[src/rtl/dcsk_demod_ctrl.sv]
// -----------------------------------------------------------------------------
// dcsk_demod_ctrl
//
// Control block for a DCSK receiver. It sits between the chip-product stage and
// the serial-to-parallel output register. Each symbol has two halves of sf_l
// chips. The reference half is written into the variable delay register. The
// correlation half reads it back, and the sign of each chip product is summed
// in an internal +1/-1 majority accumulator. The decided bits are packed into
// frames of FRAME_BITS. A frame is offered with a valid/ready handshake, and
// the block also reports abort and overrun.
//
// Optional feature macro: SOFT_OUT_EN
//   When defined, the block adds the Corr_Sum output, which carries the final
//   accumulator value alongside Demod_Bit_Valid. A zero sum then repeats the
//   previous decided bit instead of giving 0.
//
// Ports:
//   Clk, Rst          clock (rising edge), asynchronous active-high reset
//   Valid             one chip present this cycle
//   Correlated_Bit    sign of reference x data chip product (1 = positive)
//   Spread_Factor     chips per half-symbol, sampled at symbol start only
//   Var_Del_Reg_Addr  delay-register chip address
//   Var_Del_Reg_Load  write current chip into the delay register
//   Var_Del_Reg_Re    read the delay register for correlation
//   Demod_Bit         decided bit, qualified by Demod_Bit_Valid
//   Demod_Bit_Valid   one-cycle strobe
//   STP_Out_Reg_Addr  frame slot of Demod_Bit
//   Frame_Valid       frame complete, held until accepted
//   Frame_Ready       downstream accepts the frame
//   Abort             one-cycle pulse: Valid dropped mid-symbol
//   Overrun           sticky: a frame completed while the previous one was
//                     still unaccepted
//   Corr_Sum          (SOFT_OUT_EN only) final correlation sum
// -----------------------------------------------------------------------------
module dcsk_demod_ctrl #(
    parameter int SF_W         = 5,
    parameter int DEL_ADDR_W   = 4,
    parameter int FRAME_BITS   = 32,
    parameter int FRAME_ADDR_W = $clog2(FRAME_BITS)
) (
    input  logic                         Clk,
    input  logic                         Rst,
    input  logic                         Valid,
    input  logic                         Correlated_Bit,
    input  logic [SF_W-1:0]              Spread_Factor,
    output logic [DEL_ADDR_W-1:0]        Var_Del_Reg_Addr,
    output logic                         Var_Del_Reg_Load,
    output logic                         Var_Del_Reg_Re,
    output logic                         Demod_Bit,
    output logic                         Demod_Bit_Valid,
    output logic [FRAME_ADDR_W-1:0]      STP_Out_Reg_Addr,
    output logic                         Frame_Valid,
    input  logic                         Frame_Ready,
    output logic                         Abort,
`ifdef SOFT_OUT_EN
    output logic signed [DEL_ADDR_W+1:0] Corr_Sum,
`endif
    output logic                         Overrun
);

    localparam int ACC_W  = DEL_ADDR_W + 2;
    localparam int SF_MAX = 2 ** DEL_ADDR_W;

    localparam logic signed [ACC_W-1:0] ACC_ZERO = '0;
    localparam logic signed [ACC_W-1:0] ACC_ONE  = ACC_W'(1);
    localparam logic signed [ACC_W-1:0] ACC_MONE = -ACC_W'(1);
    localparam logic [FRAME_ADDR_W-1:0] IDX_LAST = FRAME_ADDR_W'(FRAME_BITS - 1);

    typedef enum logic [1:0] {
        S_IDLE = 2'd0,
        S_REF  = 2'd1,
        S_CORR = 2'd2
    } state_t;

    // Clamp the requested spread factor to [2, 2**DEL_ADDR_W]. The minimum of
    // 2 keeps the last-chip compare (sf_l-1) meaningful for both halves.
    function automatic logic [DEL_ADDR_W:0] clamp_sf(input logic [SF_W-1:0] sf);
        int v;
        v = int'(sf);
        if (v < 2) begin
            v = 2;
        end else if (v > SF_MAX) begin
            v = SF_MAX;
        end
        return (DEL_ADDR_W + 1)'(v);
    endfunction

    state_t                    state_q, state_d;
    logic [DEL_ADDR_W-1:0]     cnt_q, cnt_d;
    logic signed [ACC_W-1:0]   acc_q, acc_d;
    logic [DEL_ADDR_W:0]       sf_l_q, sf_l_d;
    logic [FRAME_ADDR_W-1:0]   idx_q, idx_d;
    logic                      demod_bit_q, demod_bit_d;
    logic                      dbv_q, dbv_d;
    logic [FRAME_ADDR_W-1:0]   stp_addr_q, stp_addr_d;
    logic                      fv_q, fv_d;
    logic                      abort_q, abort_d;
    logic                      overrun_q, overrun_d;
    logic signed [ACC_W-1:0]   corr_sum_q, corr_sum_d;

    logic [DEL_ADDR_W:0]       sf_m1;
    logic                      cnt_last;
    logic signed [ACC_W-1:0]   acc_sum;
    logic                      tie_bit;
    logic                      decided;

    // The counter holds the address of the chip in the current half.
    assign sf_m1    = sf_l_q - 1'b1;
    assign cnt_last = ({1'b0, cnt_q} == sf_m1);

    // The running sum includes the current chip, so the last correlation chip
    // is part of the decision made on the same edge.
    assign acc_sum  = acc_q + (Correlated_Bit ? ACC_ONE : ACC_MONE);

`ifdef SOFT_OUT_EN
    assign tie_bit  = demod_bit_q;
`else
    assign tie_bit  = 1'b0;
`endif

    always_comb begin
        if (acc_sum > ACC_ZERO) begin
            decided = 1'b1;
        end else if (acc_sum == ACC_ZERO) begin
            decided = tie_bit;
        end else begin
            decided = 1'b0;
        end
    end

    always_comb begin
        state_d     = state_q;
        cnt_d       = cnt_q;
        acc_d       = acc_q;
        sf_l_d      = sf_l_q;
        idx_d       = idx_q;
        demod_bit_d = demod_bit_q;
        dbv_d       = 1'b0;
        stp_addr_d  = stp_addr_q;
        fv_d        = fv_q;
        abort_d     = 1'b0;
        overrun_d   = overrun_q;
        corr_sum_d  = corr_sum_q;

        // Accepting the frame clears it unless a new frame lands on the same
        // edge. That case is handled below.
        if (fv_q && Frame_Ready) begin
            fv_d = 1'b0;
        end

        case (state_q)
            S_IDLE: begin
                if (Valid) begin
                    sf_l_d  = clamp_sf(Spread_Factor);
                    cnt_d   = DEL_ADDR_W'(1);
                    state_d = S_REF;
                end
            end

            S_REF, S_CORR: begin
                if (!Valid) begin
                    // Dropped chip stream: the partial symbol and the partial
                    // frame are both discarded.
                    state_d     = S_IDLE;
                    cnt_d       = '0;
                    acc_d       = '0;
                    idx_d       = '0;
                    demod_bit_d = 1'b0;
                    abort_d     = 1'b1;
                end else if (state_q == S_REF) begin
                    if (cnt_last) begin
                        cnt_d   = '0;
                        state_d = S_CORR;
                    end else begin
                        cnt_d = cnt_q + 1'b1;
                    end
                end else if (cnt_last) begin
                    // The symbol ends here and the next reference half starts
                    // on the very next chip.
                    demod_bit_d = decided;
                    dbv_d       = 1'b1;
                    stp_addr_d  = idx_q;
                    corr_sum_d  = acc_sum;
                    acc_d       = '0;
                    cnt_d       = '0;
                    sf_l_d      = clamp_sf(Spread_Factor);
                    state_d     = S_REF;
                    if (idx_q == IDX_LAST) begin
                        idx_d = '0;
                        fv_d  = 1'b1;
                        if (fv_q && !Frame_Ready) begin
                            overrun_d = 1'b1;
                        end
                    end else begin
                        idx_d = idx_q + 1'b1;
                    end
                end else begin
                    acc_d = acc_sum;
                    cnt_d = cnt_q + 1'b1;
                end
            end

            default: begin
                state_d = S_IDLE;
                cnt_d   = '0;
                acc_d   = '0;
            end
        endcase
    end

    always_ff @(posedge Clk or posedge Rst) begin
        if (Rst) begin
            state_q     <= S_IDLE;
            cnt_q       <= '0;
            acc_q       <= '0;
            sf_l_q      <= '0;
            idx_q       <= '0;
            demod_bit_q <= 1'b0;
            dbv_q       <= 1'b0;
            stp_addr_q  <= '0;
            fv_q        <= 1'b0;
            abort_q     <= 1'b0;
            overrun_q   <= 1'b0;
            corr_sum_q  <= '0;
        end else begin
            state_q     <= state_d;
            cnt_q       <= cnt_d;
            acc_q       <= acc_d;
            sf_l_q      <= sf_l_d;
            idx_q       <= idx_d;
            demod_bit_q <= demod_bit_d;
            dbv_q       <= dbv_d;
            stp_addr_q  <= stp_addr_d;
            fv_q        <= fv_d;
            abort_q     <= abort_d;
            overrun_q   <= overrun_d;
            corr_sum_q  <= corr_sum_d;
        end
    end

    // The delay-register strobes are gated by Rst so that every output drops
    // as soon as reset is asserted, even while Valid is still high.
    assign Var_Del_Reg_Load = Valid && !Rst && (state_q == S_IDLE || state_q == S_REF);
    assign Var_Del_Reg_Re   = Valid && !Rst && (state_q == S_CORR);
    assign Var_Del_Reg_Addr = (state_q == S_IDLE) ? '0 : cnt_q;

    assign Demod_Bit        = demod_bit_q;
    assign Demod_Bit_Valid  = dbv_q;
    assign STP_Out_Reg_Addr = stp_addr_q;
    assign Frame_Valid      = fv_q;
    assign Abort            = abort_q;
    assign Overrun          = overrun_q;

`ifdef SOFT_OUT_EN
    assign Corr_Sum = corr_sum_q;
`endif

endmodule

[config.mk]
export PLATFORM = sky130hd
export DESIGN_NAME = dcsk_demod_ctrl
export DESIGN_NICKNAME = d
export VERILOG_FILES = /design/src/rtl/dcsk_demod_ctrl.sv
export SDC_FILE = /design/constraint.sdc
export NUM_CORES = 1
export LEC_CHECK = 0
export CORE_ASPECT_RATIO = 1.75
export CORE_MARGIN = 3
export CORE_UTILIZATION = 42
export DETAILED_ROUTE_END_ITERATION = 10
export PLACE_DENSITY = 0.75
export SLEW_MARGIN = 20
export SYNTH_ARGS = -nofsm -noshare
export SYNTH_HDL_FRONTEND = slang
export SYNTH_SLANG_ARGS = --single-unit
[constraint.sdc]
create_clock -name Clk -period 2.6 [get_ports Clk]
set_clock_uncertainty 0.1 [all_clocks]
set_input_delay 0.39 -clock Clk [delete_from_list [all_inputs] [get_ports Clk]]
set_output_delay 0.39 -clock Clk [all_outputs]
set_load 0.03 [all_outputs]
==> reports/qor.log <==
INFO  detailed_routing first_pass_drt_iterations=4
INFO  cts            cts-buffers-inserted=5
INFO  cells_and_area synthToLayoutAreaGrowth=24.1%
INFO  cts            cts-root-to-sink-buffers=2
INFO  cells_and_area filler_cell_count_in_the_final_layout=406
INFO  sta            layout_min_cycle_time=2.44ns
INFO  grt            grt_start_max_net_pins=33
INFO  cells_and_area n_antenna_cell=0
INFO  detailed_routing dr.first_iter.drc_count=59
INFO  floorplanning  dieHeight=98.2um
INFO  cts            clk_root_buffer_cell=sky130_fd_sc_hd__clkbuf_8
INFO  pwr            worst_ir_drop_vdd=589uV
INFO  yosys          synth_fp_nets=233
INFO  detailed_routing route.detailed.drc=0
INFO  yosys          yosys-top-cells-area=sky130_fd_sc_hd__dfrtp_1, sky130_fd_sc_hd__ha_1, sky130_fd_sc_hd__nand2_1, sky130_fd_sc_hd__inv_1, sky130_fd_sc_hd__mux2_2
INFO  placed_design  placement.io_buffers=25
INFO  grt            antenna_violations_before_repair=0
INFO  sta            rsz_0062_raised_after_global_routing=false
INFO  worst_setup_path crit_fanout=10
INFO  detailed_routing dr_total_vias=1,629
INFO  placed_design  post-place-cells=290
INFO  yosys          yosys.area.top_type=sky130_fd_sc_hd__dfrtp_1
INFO  worst_setup_path crit_start=state_q[1]
INFO  cells_and_area final_net_count=270
INFO  floorplanning  placement_rows=32
INFO  grt            gr-usage-all-layers=16.4%
INFO  sta            timing.final.max_slew_violations=0
INFO  cts            worst_setup_hold_path_clk_slew=0.07ns
INFO  detailed_routing route.detailed.wl_per_inst=14.1um
INFO  grt            grt_busiest_layer=met2
INFO  hold_path      worstHoldStart=Overrun
INFO  grt            global_route.overflow_total=0
INFO  yosys          yosys_warnings=0
INFO  cells_and_area final_cell_area=0.00253mm^2
INFO  yosys          synth_most_common_cell=sky130_fd_sc_hd__dfrtp_1
INFO  cts            tritoncts=built
INFO  grt            via_count_of_the_first_global_routing_pass=1,690
INFO  worst_setup_path criticalPathCategory=flop to output pin
INFO  worst_setup_path worst_ep_arrival_time=1.95ns
INFO  pwr            powerDensity=961mW/mm^2
INFO  sta            slew_headroom=69.7%
INFO  floorplanning  floorplan.core_area=0.00456mm^2
INFO  cts            cts_hold_buffers=0
INFO  cts            worstSkewPairLatency=0.28ns
INFO  floorplanning  fp.dieArea=0.00576mm^2
INFO  detailed_routing avgViaCountPerCell=5.47
INFO  sta            final_critical_path_share_of_the_clock_period=93.9%
INFO  hold_path      min_path_type=flop to flop
INFO  floorplanning  die_x=58.7um
INFO  sta            worst_slew_pin_slew=0.455ns
INFO  placed_design  postPlaceCellArea=0.00240mm^2
INFO  grt            groute.layer.met1.usage=17.8%
INFO  yosys          synth.cells.most_frequent=sky130_fd_sc_hd__dfrtp_1, sky130_fd_sc_hd__nand2_1, sky130_fd_sc_hd__inv_1, sky130_fd_sc_hd__nor2_1, sky130_fd_sc_hd__ha_1
INFO  yosys          syn_area=0.00204mm^2
INFO  yosys          syn-instance-count=209
INFO  job            timing.max_cap.violations=0
INFO  cells_and_area finalNonFillerCells=298
INFO  yosys          asyncSetResetFlopFracSynth=100%
INFO  yosys          synthDominantCellAreaShare=39.3%
INFO  yosys          ys_seq_elements=32
INFO  sta            achievable-frequency=409MHz
INFO  pwr            static-leakage-power=1.17nW
INFO  worst_setup_path worst_setup_path_end_kind=output pin
INFO  run_status     status=completed
INFO  cts            numClockSinks=32
INFO  worst_setup_path timing.critical_path.required=2.11ns
INFO  yosys          syn_avg_cell_area=9.75um^2
INFO  floorplanning  start_util=44.7%
INFO  cells_and_area final_layout_size_suffix_gt1_share=14.6%
INFO  sta            final-setup-viol-count=0
INFO  grt            grt_pass1_wl=7440um
INFO  yosys          ys_seq_area_share=39.3%
INFO  cells_and_area fraction_of_the_core_area_covered_by_cells_at_the_end_of_the_flow=55.4%
INFO  placed_design  gpl.final_weighted_congestion=0.843
INFO  yosys          dominantRegCellSynth=sky130_fd_sc_hd__dfrtp_1
INFO  grt            global_route_met2_usage=29.6%
INFO  cts            cts_max_level=2
INFO  worst_setup_path worstSetupStartpointType=flop
INFO  grt            use_met3=3.57%
INFO  yosys          synth_edf_count=0
INFO  sta            hold_viol=0
INFO  yosys          yosysUniqueCellTypes=52
INFO  placed_design  detailed_place_hpwl=3240um
INFO  floorplanning  io_pins=26
INFO  pwr            total_power=2.43mW
INFO  detailed_routing antenna_left=0
INFO  worst_setup_path startpoint_of_the_lowest_slack_register_to_register_path=sf_l_q[0]
INFO  detailed_routing wirelength=4200um
-- routing by layer --
layer  vias to the layer above  wire length, um
li1                        808                -
met2                        27             2340
met3                         8              106
met1                       786             1670
met4                         0               92
met5                         -                0
-- critical path: stages (launching register included) --
cell and delay (ns):
sky130_fd_sc_hd__dfrtp_1 0.44, sky130_fd_sc_hd__inv_1 0.09, sky130_fd_sc_hd__ha_1 0.30, sky130_fd_sc_hd__nor2b_1 0.16, sky130_fd_sc_hd__clkdlybuf4s50_1 0.68
-- state kept, by name, summed over array words and instances, names as in the netlist --
register and flops:
acc_q 6, STP_Out_Reg_Addr 5, idx_q 5, sf_l_q 5
cnt_q 4, state_q 2, Abort 1, Demod_Bit 1
Demod_Bit_Valid 1, Frame_Valid 1, Overrun 1
-- cell usage in the layout, fill, tap and decap left out, types with 7 or more instances in the layout --
cell and count:
sky130_fd_sc_hd__inv_1 17, sky130_fd_sc_hd__clkdlybuf4s50_1 23, sky130_fd_sc_hd__buf_4 12, sky130_fd_sc_hd__dfrtp_1 32
sky130_fd_sc_hd__o21ai_0 10, sky130_fd_sc_hd__nor2_1 15, sky130_fd_sc_hd__clkbuf_8 7, sky130_fd_sc_hd__nand3_1 9
sky130_fd_sc_hd__ha_1 13, sky130_fd_sc_hd__nand2_1 22, sky130_fd_sc_hd__nor2b_1 8
-- repair_timing --
item	CTS	global route
gates resized for setup	0	1
setup endpoints to repair	0	2
hold endpoints to repair	0	0
buffers inserted	0	0
-- path summary, 6_finish.rpt --
| path | slack (ns) | depth (start not counted) | end |
|---|---|---|---|
| worst max-delay path | 0.16 | 4 | Var_Del_Reg_Addr[0] |
| worst min-delay path | 0.39 | 1 | Overrun |
| worst max register to register | 0.22 | 7 | STP_Out_Reg_Addr[1] |
| worst min register to register | 0.39 | 1 | Overrun |
| max in group asynchronous | 1.66 | 3 | sf_l_q[2] |
| min in group asynchronous | 0.44 | 3 | state_q[0] |
-- metrics by stage --
| stage | worst slack (ns) | setup TNS, ns | hold slack (ns) |
|---|---|---|---|
| finish | 0.158 | 0 | 0.386 |
| global route | 0.00438 | 0 | 0.420 |
| CTS | 0.140 | 0 | 0.395 |
| detailed placement | -0.0885 | -0.0885 | 0.380 |
| global placement | -0.0405 | -0.0405 | 0.362 |
| floorplan | 0.329 | 0 | 0.353 |
-- cell families (layout without fill, tap and decap cells) --
kind of cell	count (synthesis)	count (layout)	synth area share [%]
DFF	32	32	39.3
and+or+nand+nor	77	77	19.2
xor gates and xnor gates	10	10	4.30
buffers and inverters	22	60	4.42
adders and majority gates	14	14	8.96
AOI/OAI and AO/OA	42	42	17.1
muxes	12	12	6.69
-- area by class of cell --
type                            instances  area [um^2]  share of cell area (%)
Multi-Input combinational cell        155         1150                    45.6
Sequential cell                        32          801                    31.7
Timing Repair Buffer                   35          320                    12.7
Clock buffer                            7         96.3                    3.81
Inverter                               17         63.8                    2.52
Tap cell                               51         63.8                    2.52
Clock inverter                          1         30.0                    1.19
-- power breakdown --
part / leakage, nW / switching, mW / internal (mW) / total, mW
logic: 0.671 / 0.666 / 0.503 / 1.17
clock network: 0.0645 / 0.180 / 0.338 / 0.518
registers: 0.431 / 0.128 / 0.615 / 0.743
Note: power is estimated with default switching activity, not from simulation.
